File: src/rtl/lr_car_sensor_if.sv
// Local-road sensor bundle: raw loop input and light in, queue status out.
// sensor_fault exists only when LR_STUCK_SENSOR_EN is defined.
interface lr_car_sensor_if #(
   parameter int unsigned COUNT_W = 4
);
   logic               sensor_raw;
   logic [2:0]         lr_light;
   logic               lr_has_car;
   logic [COUNT_W-1:0] car_count;
   logic               arrive_pulse;
`ifdef LR_STUCK_SENSOR_EN
   logic               sensor_fault;

   modport master (
      output sensor_raw, lr_light,
      input  lr_has_car, car_count, arrive_pulse, sensor_fault
   );
   modport slave (
      input  sensor_raw, lr_light,
      output lr_has_car, car_count, arrive_pulse, sensor_fault
   );
`else
   modport master (
      output sensor_raw, lr_light,
      input  lr_has_car, car_count, arrive_pulse
   );
   modport slave (
      input  sensor_raw, lr_light,
      output lr_has_car, car_count, arrive_pulse
   );
`endif
endinterface

File: src/rtl/lr_car_sensor.sv
// Local-road loop detector conditioning: sync, debounce, car queue count, departures.
// Optional stuck-sensor detection is enabled by defining LR_STUCK_SENSOR_EN.
module lr_car_sensor #(
   parameter int unsigned DEB_CYC    = 16,
   parameter int unsigned DEPART_CYC = 50,
   parameter int unsigned MAX_CARS   = 15,
   parameter int unsigned COUNT_W    = 4
`ifdef LR_STUCK_SENSOR_EN
   ,
   parameter int unsigned STUCK_CYC  = 1000
`endif
) (
   input logic             clk,
   input logic             rst_n,
   lr_car_sensor_if.slave  sns
);

   localparam int unsigned DW = $clog2(DEB_CYC);
   localparam int unsigned TW = $clog2(DEPART_CYC);
   localparam logic [DW-1:0]      DEB_LAST = DW'(DEB_CYC - 1);
   localparam logic [TW-1:0]      DEP_LAST = TW'(DEPART_CYC - 1);
   localparam logic [COUNT_W-1:0] CNT_MAX  = COUNT_W'(MAX_CARS);

   typedef enum logic [1:0] {
      S_OFF,
      S_ON_PEND,
      S_ON,
      S_OFF_PEND
   } deb_state_e;

   logic               s_meta_q, s_sync_q;
   deb_state_e         state_q, state_d;
   logic [DW-1:0]      deb_cnt_q, deb_cnt_d;
   logic [TW-1:0]      dep_tmr_q, dep_tmr_d;
   logic [COUNT_W-1:0] car_count_q, car_count_d;
   logic               has_car_q, has_car_d;
   logic               arrive_q;
   logic               arrive;
   logic               dep_run, dep_done;

   always_ff @(posedge clk or negedge rst_n) begin
      if (!rst_n) begin
         s_meta_q <= 1'b0;
         s_sync_q <= 1'b0;
      end else begin
         s_meta_q <= sns.sensor_raw;
         s_sync_q <= s_meta_q;
      end
   end

   always_ff @(posedge clk or negedge rst_n) begin
      if (!rst_n) begin
         state_q   <= S_OFF;
         deb_cnt_q <= '0;
      end else begin
         state_q   <= state_d;
         deb_cnt_q <= deb_cnt_d;
      end
   end

   // Entering ON is the only arrival event; a car must reach OFF before the next one.
   always_comb begin
      state_d   = state_q;
      deb_cnt_d = deb_cnt_q;
      arrive    = 1'b0;
      case (state_q)
         S_OFF: begin
            if (s_sync_q) begin
               state_d   = S_ON_PEND;
               deb_cnt_d = DW'(1);
            end
         end
         S_ON_PEND: begin
            if (!s_sync_q) begin
               state_d   = S_OFF;
               deb_cnt_d = '0;
            end else if (deb_cnt_q == DEB_LAST) begin
               state_d   = S_ON;
               deb_cnt_d = '0;
               arrive    = 1'b1;
            end else begin
               deb_cnt_d = deb_cnt_q + 1'b1;
            end
         end
         S_ON: begin
            if (!s_sync_q) begin
               state_d   = S_OFF_PEND;
               deb_cnt_d = DW'(1);
            end
         end
         S_OFF_PEND: begin
            if (s_sync_q) begin
               state_d   = S_ON;
               deb_cnt_d = '0;
            end else if (deb_cnt_q == DEB_LAST) begin
               state_d   = S_OFF;
               deb_cnt_d = '0;
            end else begin
               deb_cnt_d = deb_cnt_q + 1'b1;
            end
         end
         default: begin
            state_d   = S_OFF;
            deb_cnt_d = '0;
         end
      endcase
   end

   always_comb begin
      dep_run   = (sns.lr_light == 3'b100) && (car_count_q != '0);
      dep_done  = dep_run && (dep_tmr_q == DEP_LAST);
      dep_tmr_d = (!dep_run || dep_done) ? '0 : dep_tmr_q + 1'b1;

      car_count_d = car_count_q;
      case ({arrive, dep_done})
         2'b10:   car_count_d = (car_count_q == CNT_MAX) ? car_count_q : car_count_q + 1'b1;
         2'b01:   car_count_d = car_count_q - 1'b1;
         default: car_count_d = car_count_q;
      endcase
   end

`ifdef LR_STUCK_SENSOR_EN
   localparam int unsigned SW = $clog2(STUCK_CYC);
   localparam logic [SW-1:0] STK_LAST = SW'(STUCK_CYC - 1);

   logic [SW-1:0] stk_cnt_q, stk_cnt_d;
   logic          fault_q, fault_d;

   // Counter parks at its last value once the sticky fault is raised.
   always_comb begin
      stk_cnt_d = '0;
      fault_d   = fault_q;
      if (state_q == S_ON || state_q == S_OFF_PEND) begin
         if (stk_cnt_q == STK_LAST) begin
            fault_d   = 1'b1;
            stk_cnt_d = stk_cnt_q;
         end else begin
            stk_cnt_d = stk_cnt_q + 1'b1;
         end
      end
      has_car_d = (car_count_d != '0) || fault_d;
   end

   always_ff @(posedge clk or negedge rst_n) begin
      if (!rst_n) begin
         stk_cnt_q <= '0;
         fault_q   <= 1'b0;
      end else begin
         stk_cnt_q <= stk_cnt_d;
         fault_q   <= fault_d;
      end
   end

   assign sns.sensor_fault = fault_q;
`else
   always_comb begin
      has_car_d = (car_count_d != '0);
   end
`endif

   always_ff @(posedge clk or negedge rst_n) begin
      if (!rst_n) begin
         dep_tmr_q   <= '0;
         car_count_q <= '0;
         has_car_q   <= 1'b0;
         arrive_q    <= 1'b0;
      end else begin
         dep_tmr_q   <= dep_tmr_d;
         car_count_q <= car_count_d;
         has_car_q   <= has_car_d;
         arrive_q    <= arrive;
      end
   end

   assign sns.car_count    = car_count_q;
   assign sns.lr_has_car   = has_car_q;
   assign sns.arrive_pulse = arrive_q;

endmodule
File: src/flat_wrapper.sv
// flat-port wrapper written by rule: the top's interface ports become plain ports
module lr_car_sensor_flat 
#(
   parameter int unsigned DEB_CYC    = 16,
   parameter int unsigned DEPART_CYC = 50,
   parameter int unsigned MAX_CARS   = 15,
   parameter int unsigned COUNT_W    = 4

)
  (clk, rst_n, sns_sensor_raw, sns_lr_light, sns_lr_has_car, sns_car_count, sns_arrive_pulse);
  lr_car_sensor_if #(.COUNT_W(COUNT_W)) sns_i ();
  input logic clk;
  input logic rst_n;
  input wire logic [$bits(sns_i.sensor_raw)-1:0] sns_sensor_raw;
  input wire logic [$bits(sns_i.lr_light)-1:0] sns_lr_light;
  output wire logic [$bits(sns_i.lr_has_car)-1:0] sns_lr_has_car;
  output wire logic [$bits(sns_i.car_count)-1:0] sns_car_count;
  output wire logic [$bits(sns_i.arrive_pulse)-1:0] sns_arrive_pulse;
  assign sns_i.sensor_raw = sns_sensor_raw;
  assign sns_i.lr_light = sns_lr_light;
  assign sns_lr_has_car = sns_i.lr_has_car;
  assign sns_car_count = sns_i.car_count;
  assign sns_arrive_pulse = sns_i.arrive_pulse;
  lr_car_sensor #(.DEB_CYC(DEB_CYC), .DEPART_CYC(DEPART_CYC), .MAX_CARS(MAX_CARS), .COUNT_W(COUNT_W)) u_core (.clk(clk), .rst_n(rst_n), .sns(sns_i));
endmodule
File: config.mk
export PLATFORM = sky130hd
export DESIGN_NAME = lr_car_sensor_flat
export DESIGN_NICKNAME = d
export VERILOG_FILES = /design/src/rtl/lr_car_sensor_if.sv /design/src/rtl/lr_car_sensor.sv /design/src/flat_wrapper.sv
export SDC_FILE = /design/constraint.sdc
export NUM_CORES = 1
export LEC_CHECK = 0
export BUFFER_PORTS_ARGS = -buffer_cell sky130_fd_sc_hd__buf_2
export CORE_MARGIN = 2
export CORE_UTILIZATION = 40
export DETAILED_ROUTE_END_ITERATION = 8
export GPL_TIMING_DRIVEN = 0
export SKIP_LAST_GASP = 1
export SLEW_MARGIN = 10
export SYNTH_ARGS = -nofsm -noshare
export SYNTH_HDL_FRONTEND = slang
export SYNTH_SLANG_ARGS = --single-unit
export TNS_END_PERCENT = 50
File: constraint.sdc
create_clock -name clk -period 2.45 [get_ports clk]
set_clock_uncertainty 0.2 [all_clocks]
set_input_delay 0.245 -clock clk [delete_from_list [all_inputs] [get_ports clk]]
set_output_delay 0.245 -clock clk [all_outputs]
set_load 0.02 [all_outputs]
==> results.yml <==
run_status:
  outcome: "finished, violations left"
  failed_checks: "setup timing"
power:
  peakVddDrop_mv: 0.559
  power.leakage_nw: 0.676
  cellPowerDensity_nw_per_um2: 509
sta:
  postLayoutSetupSlackWorst_ns: -0.178
  fin_crit_sh_pct: 107
  rsz0062_at_grt: "yes"
  hold_violations: 0
  setup_violations: 1
  drv_slew: 0
  worstMarginPinSlew_ns: 0.435
  fmax_ghz: 0.381
  finalCriticalPeriod_ns: 2.63
  slew_headroom_pct: 71.0
logic_synthesis:
  yosysUniqueCellTypes: 31
  synthXorXnorAreaFrac_pct: 5.92
  synth.area.mux_share_pct: 0
  yosysTopAreaCellShare_pct: 48.3
  synthSimpleGateAreaFrac_pct: 22.9
  synthAdderAreaFrac_pct: 8.45
  synth_edf_count: 0
  syn_area_um2: 1040
  ys_warn_count: 0
  synthFlopType: "dfrtp_1"
  synth_area_leader_cell: "dfrtp_1"
  seq_area_frac_synth_pct: 48.3
  synth_nets: 118
  synth_compound_area_share_pct: 12.2
  synth_most_common_cell: "dfrtp_1"
  synth_cells: 105
  synth_top_family_by_area: "simple AND/OR/NAND/NOR gates"
  synth_area_per_cell_um2: 9.87
  synthArstFlopShare_pct: 100
  ys_ff_latch: 20
  synth.top_cells.by_area: "dfrtp_1, ha_1, nor2_1"
  synth_common_cells: "dfrtp_1, nor2_1, nand2_1"
layout:
  fin_cells: 157
  nNetsFinal: 141
  syn_to_final_growth_pct: 26.4
  diodes: 0
  fillers: 233
  layout-drive-gt1-share_pct: 27.6
  postLayoutCoreUtil_pct: 53.4
clock_tree:
  path_clk_slew_ns: 0.12
  insertion_delay_ns: 0.31
  cts_tree: "built"
  cts-root-buf: "clkbuf_4"
  htreeDepth: 1
  clock_sinks: 20
  clockBufferDepth: 2
  cts_inserted_buffers: 3
grt:
  grt_use_met2_pct: 27.4
  met1_usage_pct: 20.6
  use_met3_pct: 2.42
  grt_pass1_wl_mm: 3.46
  grt_pass1_vias: 800
  antenna_found_initial: 0
  grt_start_max_net_pins: 21
  grt_overflow_total: 0
  grt_usage_pct: 16.6
  grt_busiest_layer: "met2"
drt:
  num_vias: 816
  routedWlPerCell_um: 12.2
  wl_mm: 1.92
  ant_nets: 0
  drt_iter0_drc: 7
  drt_first_pass_iters: 4
  vias_per_cell: 5.20
  drc_errors: 0
worst_setup_path:
  crit_chain: "inv_2 > ha_4 > nand2b_4 > o211a_1 > and2_4 > ha_4 > nand2b_4 > nor2_1 > a211o_1 > or4_4"
  reg2regPathDepth: 10
  required_ns: 2.44
  reg2reg_to: "u_core.sns.lr_has_car"
  r2r-start: "u_core.sns.car_count[1]"
  cp_max_fo: 5
  critical_path_buf_inv_count: 1
  critPathMaxStageDelay_ns: 0.51
  crit_family: "simple AND/OR/NAND/NOR gates"
  critPathCaptureType: "flip-flop"
  startpoint: "u_core.sns.car_count[1]"
  crit_type: "reg2reg"
  r2r_slack_ns: -0.18
  cp_slowest_cell: "or4_4"
  startpoint_type: "flip-flop"
  worstPathArrival_ns: 2.61
  cp_num_cells: 10
  cp-endpoint: "u_core.sns.lr_has_car"
place:
  place_congestion: 0.742
  place_ws_ns: -0.293
  port_buffers: 11
  dp_cells: 146
  place_hpwl_mm: 1.35
die:
  die_w_um: 54.9
  initial_utilization_pct: 42.2
  die_h_um: 54.9
  core_area_um2: 2450
  dieArea_um2: 3010
  num_rows: 18
  num_io_pins: 12
flow_run:
  drv_cap: 0
min_path:
  hold_path.class: "reg2reg"
-- metrics by stage --
step	TNS, ns	power (mW)	area, um2	hold WS, ns
floorplan	-0.192	0.372	1080	-0.251
global placement	-0.264	0.386	1170	0.0116
detailed placement	-0.293	0.388	1170	0.0183
CTS	-0.216	0.670	1300	0.168
global route	-0.254	0.698	1310	0.171
finish	-0.178	0.667	1310	0.163
-- logic make-up after synthesis --
group / after synthesis
adder cells (fa/ha/maj): 7
AND/OR/NAND/NOR: 47
flip-flops: 20
XOR/XNOR: 7
buffers and inverters: 6
AO/OA/AOI/OAI: 18
-- worst reg2reg max path: stages, from the launching register on --
cell and delay, ns:
dfrtp_2 0.43, inv_2 0.07, ha_4 0.14, nand2b_4 0.05, o211a_1 0.23, and2_4 0.15, ha_4 0.28, nand2b_4 0.14
nor2_1 0.04, a211o_1 0.28, or4_4 0.51
-- worst min path at each step --
stage | startpoint | cells after the start | to | slack [ns]
6_report | u_core.s_meta_q | 0 | u_core.s_sync_q | 0.16
5_1_grt | u_core.s_meta_q | 0 | u_core.s_sync_q | 0.17
2_1_floorplan | rst_n | 0 | asynchronous set/reset pin | -0.25
3_5_place_dp | rst_n | 1 | u_core.deb_cnt_q[1] | 0.02
4_1_cts | u_core.s_meta_q | 0 | u_core.s_sync_q | 0.17
3_3_place_gp | rst_n | 1 | u_core.deb_cnt_q[1] | 0.01
-- cell usage in the layout, fill, tap and decap left out, types with 4 or more instances in the layout --
| master | synthesis | routed |
|---|---|---|
| nand2_1 | 11 | 11 |
| nor2_1 | 14 | 14 |
| buf_2 | 0 | 11 |
| ha_1 | 7 | 4 |
| o21ai_0 | 4 | 4 |
| dfrtp_1 | 20 | 18 |
| xor2_1 | 4 | 4 |
| buf_4 | 0 | 6 |
| nand3_1 | 5 | 5 |
-- flip-flops by register name, indices dropped and copies added (netlist names), named ones only --
name                     cells
u_core.deb_cnt_q             4
u_core.dep_tmr_q             6
u_core.s_meta_q              1
u_core.s_sync_q              1
u_core.sns.arrive_pulse      1
u_core.sns.car_count         4
u_core.sns.lr_has_car        1
u_core.state_q               1
-- routing by layer --
layer | part of all wire (%) | vias up
met5 | 0 | -
met4 | 3.1 | 0
met3 | 3.4 | 4
met2 | 49 | 13
met1 | 44 | 389
li1 | - | 410
-- power breakdown --
group | internal [mW] | switching (mW) | total, mW
clock | 0.166 | 0.106 | 0.271
sequential | 0.338 | 0.0104 | 0.348
combinational | 0.0247 | 0.0222 | 0.0469
total | 0.528 | 0.138 | 0.667
-- area by class of cell --
type / instances / area (um2) / share of cell area (%)
Timing Repair Buffer: 19 / 120 / 9.17
Multi-Input combinational cell: 79 / 578 / 44.1
Inverter: 5 / 18.8 / 1.43
Clock inverter: 1 / 30.0 / 2.29
Tap cell: 30 / 37.5 / 2.87
Sequential cell: 20 / 503 / 38.4
Clock buffer: 3 / 22.5 / 1.72
-- repair_timing --
item | in CTS | in global routing
pin swaps | 5 | 4
hold buffers | 2 | 0
buffers inserted | 6 | 0
setup endpoints to repair | 1 | 1
gates resized for setup | 2 | 2
hold endpoints to repair | 21 | 0
Power figures use the tool's default switching activity.
